File: src/rtl/reg_file_pkg.sv
// reg_file_pkg: shared constants for the RV32I integer register file.
// Latency: n/a (constants only).
// Backpressure: n/a.
//
// Holds the default data width, register count, index width, the
// architectural names of x0/x2 and the default stack-pointer reset value.
package reg_file_pkg;

  localparam int              DEF_XLEN    = 32;
  localparam int              DEF_NREGS   = 32;
  localparam int              REG_ADDR_W  = 5;
  localparam logic [4:0]      REG_ZERO    = 5'd0;
  localparam logic [4:0]      REG_SP      = 5'd2;
  localparam logic [31:0]     DEF_SP_INIT = 32'h0000_0000;

endpackage

File: src/rtl/reg_file_if.sv
// reg_file_if: write-back strobe/data plus two decode read ports and the
// committed-write counter, bundled between the pipeline and the register file.
// Latency: n/a (wires only). Backpressure: none, no handshake on this bus.
//
// master (pipeline): drives reg_write, rd_addr, write_data, rs1_addr, rs2_addr;
//                    receives rs1_data, rs2_data, wr_count.
// slave  (reg_file): the mirror image.
interface reg_file_if
  import reg_file_pkg::*;
#(
  parameter int XLEN = DEF_XLEN,
  parameter int AW   = REG_ADDR_W
);

  logic            reg_write;
  logic [AW-1:0]   rd_addr;
  logic [XLEN-1:0] write_data;
  logic [AW-1:0]   rs1_addr;
  logic [AW-1:0]   rs2_addr;
  logic [XLEN-1:0] rs1_data;
  logic [XLEN-1:0] rs2_data;
  logic [31:0]     wr_count;

  modport master (
    output reg_write, rd_addr, write_data, rs1_addr, rs2_addr,
    input  rs1_data, rs2_data, wr_count
  );

  modport slave (
    input  reg_write, rd_addr, write_data, rs1_addr, rs2_addr,
    output rs1_data, rs2_data, wr_count
  );

endinterface

File: src/rtl/reg_file_read_port.sv
// reg_read_port: one combinational read port with x0 forcing and WB bypass.
// Latency: 0 cycles (pure combinational select).
// Backpressure: none.
//
// Ports: regs (x1..x(NREGS-1) storage), rs_addr (read index),
//        reg_write/rd_addr/write_data (current WB write, for bypass),
//        rs_data (selected word).
module reg_read_port
  import reg_file_pkg::*;
#(
  parameter int XLEN  = DEF_XLEN,
  parameter int NREGS = DEF_NREGS,
  parameter int AW    = REG_ADDR_W
) (
  input  logic [NREGS-1:1][XLEN-1:0] regs,
  input  logic [AW-1:0]              rs_addr,
  input  logic                       reg_write,
  input  logic [AW-1:0]              rd_addr,
  input  logic [XLEN-1:0]            write_data,
  output logic [XLEN-1:0]            rs_data
);

  // x0 is checked first so a discarded write to x0 can never leak through
  // the bypass path.
  always_comb begin
    rs_data = '0;
    if (rs_addr == REG_ZERO) begin
      rs_data = '0;
    end else if (reg_write && (rd_addr == rs_addr)) begin
      rs_data = write_data;
    end else begin
      rs_data = regs[rs_addr];
    end
  end

endmodule

File: src/rtl/reg_file.sv
// reg_file: RV32I architectural register file, end of the write-back path.
// Latency: write 1 cycle into storage (0 via bypass), reads 0 cycles.
// Backpressure: none; producer holds reg_write low on WB bubbles.
//
// Ports: clk, rst (sync, active high), bus (reg_file_if.slave) carrying the
//        write strobe/index/data, two read indices, two read data words and
//        the committed-write counter.
module reg_file
  import reg_file_pkg::*;
#(
  parameter int              XLEN    = DEF_XLEN,
  parameter int              NREGS   = DEF_NREGS,
  parameter logic [XLEN-1:0] SP_INIT = XLEN'(DEF_SP_INIT)
) (
  input  logic       clk,
  input  logic       rst,
  reg_file_if.slave  bus
);

  localparam int AW = $clog2(NREGS);

  // x0 has no storage; entries start at index 1.
  logic [NREGS-1:1][XLEN-1:0] regs_q, regs_d;
  logic [31:0]                wr_count_q, wr_count_d;
  logic                       wr_commit;

  assign wr_commit = bus.reg_write && (bus.rd_addr != REG_ZERO);

  always_comb begin
    regs_d     = regs_q;
    wr_count_d = wr_count_q;
    if (wr_commit) begin
      for (int i = 1; i < NREGS; i++) begin
        if (bus.rd_addr == AW'(i)) begin
          regs_d[i] = bus.write_data;
        end
      end
      // Free-running: wraps to 0 after all-ones.
      wr_count_d = wr_count_q + 32'd1;
    end
  end

  // Reset wins over a simultaneous write; that write is neither stored nor
  // counted.
  always_ff @(posedge clk) begin
    if (rst) begin
      for (int i = 1; i < NREGS; i++) begin
        regs_q[i] <= (AW'(i) == REG_SP) ? SP_INIT : '0;
      end
      wr_count_q <= '0;
    end else begin
      regs_q     <= regs_d;
      wr_count_q <= wr_count_d;
    end
  end

  assign bus.wr_count = wr_count_q;

  reg_read_port #(
    .XLEN  (XLEN),
    .NREGS (NREGS),
    .AW    (AW)
  ) u_rs1_port (
    .regs       (regs_q),
    .rs_addr    (bus.rs1_addr),
    .reg_write  (bus.reg_write),
    .rd_addr    (bus.rd_addr),
    .write_data (bus.write_data),
    .rs_data    (bus.rs1_data)
  );

  reg_read_port #(
    .XLEN  (XLEN),
    .NREGS (NREGS),
    .AW    (AW)
  ) u_rs2_port (
    .regs       (regs_q),
    .rs_addr    (bus.rs2_addr),
    .reg_write  (bus.reg_write),
    .rd_addr    (bus.rd_addr),
    .write_data (bus.write_data),
    .rs_data    (bus.rs2_data)
  );

endmodule
File: src/flat_wrapper.sv
// flat-port wrapper written by rule: the top's interface ports become plain ports
module reg_file_flat import reg_file_pkg::*;
#(
  parameter int              XLEN    = DEF_XLEN,
  parameter int              NREGS   = DEF_NREGS,
  parameter logic [XLEN-1:0] SP_INIT = XLEN'(DEF_SP_INIT)
)
  (clk, rst, bus_reg_write, bus_rd_addr, bus_write_data, bus_rs1_addr, bus_rs2_addr, bus_rs1_data, bus_rs2_data, bus_wr_count);
  reg_file_if #(.XLEN(XLEN)) bus_i ();
  input  logic clk;
  input  logic rst;
  input wire logic [$bits(bus_i.reg_write)-1:0] bus_reg_write;
  input wire logic [$bits(bus_i.rd_addr)-1:0] bus_rd_addr;
  input wire logic [$bits(bus_i.write_data)-1:0] bus_write_data;
  input wire logic [$bits(bus_i.rs1_addr)-1:0] bus_rs1_addr;
  input wire logic [$bits(bus_i.rs2_addr)-1:0] bus_rs2_addr;
  output wire logic [$bits(bus_i.rs1_data)-1:0] bus_rs1_data;
  output wire logic [$bits(bus_i.rs2_data)-1:0] bus_rs2_data;
  output wire logic [$bits(bus_i.wr_count)-1:0] bus_wr_count;
  assign bus_i.reg_write = bus_reg_write;
  assign bus_i.rd_addr = bus_rd_addr;
  assign bus_i.write_data = bus_write_data;
  assign bus_i.rs1_addr = bus_rs1_addr;
  assign bus_i.rs2_addr = bus_rs2_addr;
  assign bus_rs1_data = bus_i.rs1_data;
  assign bus_rs2_data = bus_i.rs2_data;
  assign bus_wr_count = bus_i.wr_count;
  reg_file #(.XLEN(XLEN), .NREGS(NREGS), .SP_INIT(SP_INIT)) u_core (.clk(clk), .rst(rst), .bus(bus_i));
endmodule
File: config.mk
export PLATFORM = sky130hd
export DESIGN_NAME = reg_file_flat
export DESIGN_NICKNAME = d
export VERILOG_FILES = /design/src/rtl/reg_file_pkg.sv /design/src/rtl/reg_file_if.sv /design/src/rtl/reg_file_read_port.sv /design/src/rtl/reg_file.sv /design/src/flat_wrapper.sv
export SDC_FILE = /design/constraint.sdc
export NUM_CORES = 2
export LEC_CHECK = 0
export CAP_MARGIN = 25
export CORE_MARGIN = 2
export CORE_UTILIZATION = 35
export DETAILED_ROUTE_END_ITERATION = 10
export GPL_TIMING_DRIVEN = 0
export HOLD_SLACK_MARGIN = 0.08
export PLACE_DENSITY = 0.49
export SYNTH_ARGS = -nofsm -noshare
export SYNTH_HDL_FRONTEND = slang
export SYNTH_SLANG_ARGS = --single-unit
File: constraint.sdc
create_clock -name clk -period 2.8 [get_ports clk]
set_input_delay 0.42 -clock clk [delete_from_list [all_inputs] [get_ports clk]]
set_output_delay 0.42 -clock clk [all_outputs]
set_load 0.01 [all_outputs]
==> metrics.txt <==
CTS tree done; Critical Path End Type output port; initial antenna violation count 21; gpl congestion ~1.1; Pleak between 20 and 25 nW; port bufs 104; Util after Layout 0.4682; number of max-cap violations 0; ys flop type dfxtp_1; height of the die 391.7 µm; Filler Cells Inserted 14,550; Cell variety after synth 62; DRC violations left 0; TritonCTS Buffers 120; outcome complete, but fails checks; initial drt markers about 8,500; Final Hold Fails 0; cells along the critical path buf_16, buf_16, buf_16, buf_16, buf_12, mux4_2, a22oi_2, o31ai_4, a32o_2, buf_6; clock root cell clkbuf_16; drt pass-1 iters 8; syn nets between 6,000 and 7,000; number of global-route vias before repair just over 50,000; failing checks negative setup slack; Yosys top cell area share 0.3897; crit-path max FO 7; Tot Pwr between 30 and 40 mW; asr flop ratio synth 0; pin count of the biggest net entering global routing 17; CP arrival about 3 ns; Post-synth EDFFs 0; routed vias/inst approximately 6.4; Initial Util 0.3516; Final Setup Violations 112; Via Count between 50,000 and 60,000; Die W about 390 µm; gr usage total 0.4390; most frequent CP cell buf_16; Nets approximately 6,800; CP startpoint kind input port; Hold Crit Class in2reg; Cell Area, Synth 52,600 µm²; first-pass GRT wire length around 450 mm; setup ws final -0.6343 ns; floorplan row count about 140; placed instance area approximately 57,000 µm²; setup TNS -26.69 ns; IO Count about 150; Slew Viols, Final 0; Synth-to-Final Area Change 33.15%; cell family with most CP delay compound AO/OA/AOI/OAI gates; Final Instance Area ~70,000 µm²; WL/cell approximately 40 µm; area of the multi-input gates ~32,000 µm²; Avg Cell Area, Syn 8.501 µm²; flip-flop and latch area a little over 20,000 µm²; worst slew pin tran between 1 and 1.5 ns; register area share after synthesis 0.3897; Worst path slowest cell mux4_2; Worst Path Required roughly 2.4 ns; full die area around 150,000 µm²; Clock Sinks roughly 1,000; layout cells sized above 1 0.2645; core area ~150,000 µm²; Clk Latency, worst-skew pair about 0.79 ns; Synth Warn # 0; clk buf depth 3; post-layout min period roughly 3.4 ns; Fmax achieved between 0.2 and 0.3 GHz; Slew HR 0.1706; grt total ovfl 0; clk slew on worst S/H paths approximately 0.060 ns; pre-CTS setup slack -3.278 ns; CP Class in2out; RSZ-0062 raised after global routing true; detailed placer's ending HPWL 256.3 mm; CTS H-tree lvls 3; clock skew roughly 0.026 ns; crit-path max cell delay around 0.5 ns; period utilisation layout 1.227; WL final between 300 and 400 mm; post-route ant nets 0; top area cells in the synthesized netlist dfxtp_1 (39%), mux4_2 (16%), nand2_1 (15%); WP buf/inv 6; PD cells around 550 nW/µm²; Synth area leader dfxtp_1; FF+latch count, synth 1,024; Post-Syn Instances 6,188; Peak VDD IR about 0.6 mV
[power by group]
group          switching (mW)  internal, mW  leakage, nW
logic                    4.09          2.04         13.0
registers              0.0996          14.7         8.31
clock network            7.31          10.2         2.13
[placed cells by master, fill, tap and decap left out, types with 49 or more instances in the layout]
| cell | netlist | final |
|---|---|---|
| a21oi_1 | 1048 | 1036 |
| buf_12 | 0 | 96 |
| buf_16 | 0 | 56 |
| buf_4 | 30 | 187 |
| buf_6 | 5 | 110 |
| buf_8 | 0 | 49 |
| clkbuf_1 | 525 | 445 |
| clkbuf_16 | 0 | 136 |
| clkbuf_8 | 0 | 63 |
| dfxtp_1 | 1024 | 922 |
| dfxtp_2 | 0 | 99 |
| mux2_2 | 141 | 118 |
| mux2i_1 | 121 | 81 |
| mux4_2 | 372 | 372 |
| nand2_1 | 2106 | 2086 |
| nor2_1 | 106 | 81 |
[per-layer routing]
metal / global-route usage / vias to the layer above / part of all wire
met5: 0.009250 / - / 0.0012
met2: 0.6119 / 4527 / 0.40
met1: 0.5291 / 27640 / 0.36
met3: 0.1867 / 1284 / 0.14
met4: 0.3396 / 14 / 0.096
li1: - / 22890 / -
[metrics by stage]
stage / instances / hold slack, ns
finish: 8871 / 0.1167
global route: 8865 / 0.1255
CTS: 8783 / 0.1133
detailed placement: 8356 / 0.4580
global placement: 8308 / 0.4492
floorplan: 6188 / 0.4420
[registers in the layout, summed over array words and instances, names as in the netlist]
name                 cells
u_core.bus.wr_count     32
u_core.regs_q          992
[synthesized netlist by cell type (13+ instances only)]
library cell and number:
xnor2_1 23, nand2_1 2106, a22oi_1 73, dfxtp_1 1024, mux2i_1 121, mux2_1 18, a22o_1 25, mux4_2 372
a21oi_1 1048, o221ai_1 35, buf_1 19, nor3_1 23, nor2b_1 23, o22ai_1 37, buf_2 75, o21ai_0 25
nor2_1 106, a221oi_1 64, buf_4 30, nand2b_1 13, a32o_1 18, a2111oi_0 22, mux2_2 141, clkbuf_1 525
nand3_1 30, a221o_1 38
[final timing paths]
check / from / end / slack (ns) / cells after the start
max: bus_rs1_addr[0] / bus_rs1_data[24] / -0.63 / 10
min: bus_write_data[10] / u_core.regs_q[938] / 0.12 / 4
max reg2reg: u_core.bus.wr_count[10] / u_core.bus.wr_count[29] / 0.43 / 5
min reg2reg: u_core.regs_q[841] / u_core.regs_q[841] / 0.46 / 2
[worst register-to-register path, cell delays in order (launching register included)]
cell	delay [ns]
dfxtp_1	0.45
nand4_1	0.27
nor4_1	0.52
nand4_1	0.40
nor3_1	0.27
mux2_1	0.34
[logic make-up after synthesis]
group           share of synthesized area
flops                              0.3897
xor+xnor                         0.004495
fa+ha+maj                       0.0002378
compound gates                     0.1601
buf+inv                           0.05209
simple gates                       0.1770
mux                                0.2163
[layout make-up]
cell class | instances | share of cell area
multi-input cells | 4500 | 0.4628
repair buffers | 444 | 0.07282
clock buffers | 172 | 0.05054
diodes | 8 | 0.0002858
clock inverters | 55 | 0.01072
plain buffers | 645 | 0.07167
well taps | 2016 | 0.03602
inverters | 7 | 0.0005538
flip-flops and latches | 1024 | 0.2946
[timing repair]
action / 4_1_cts / 5_1_grt
endpoints found under the hold margin: 9 / 0
buffers inserted: 201 / 86
endpoints found under the setup margin: 705 / 67
hold buffers: 7 / 0
pin swaps: 191 / 123
resized for setup: 1605 / 180
gates cloned: 6 / 3
Note: power is estimated with default switching activity, not from simulation.
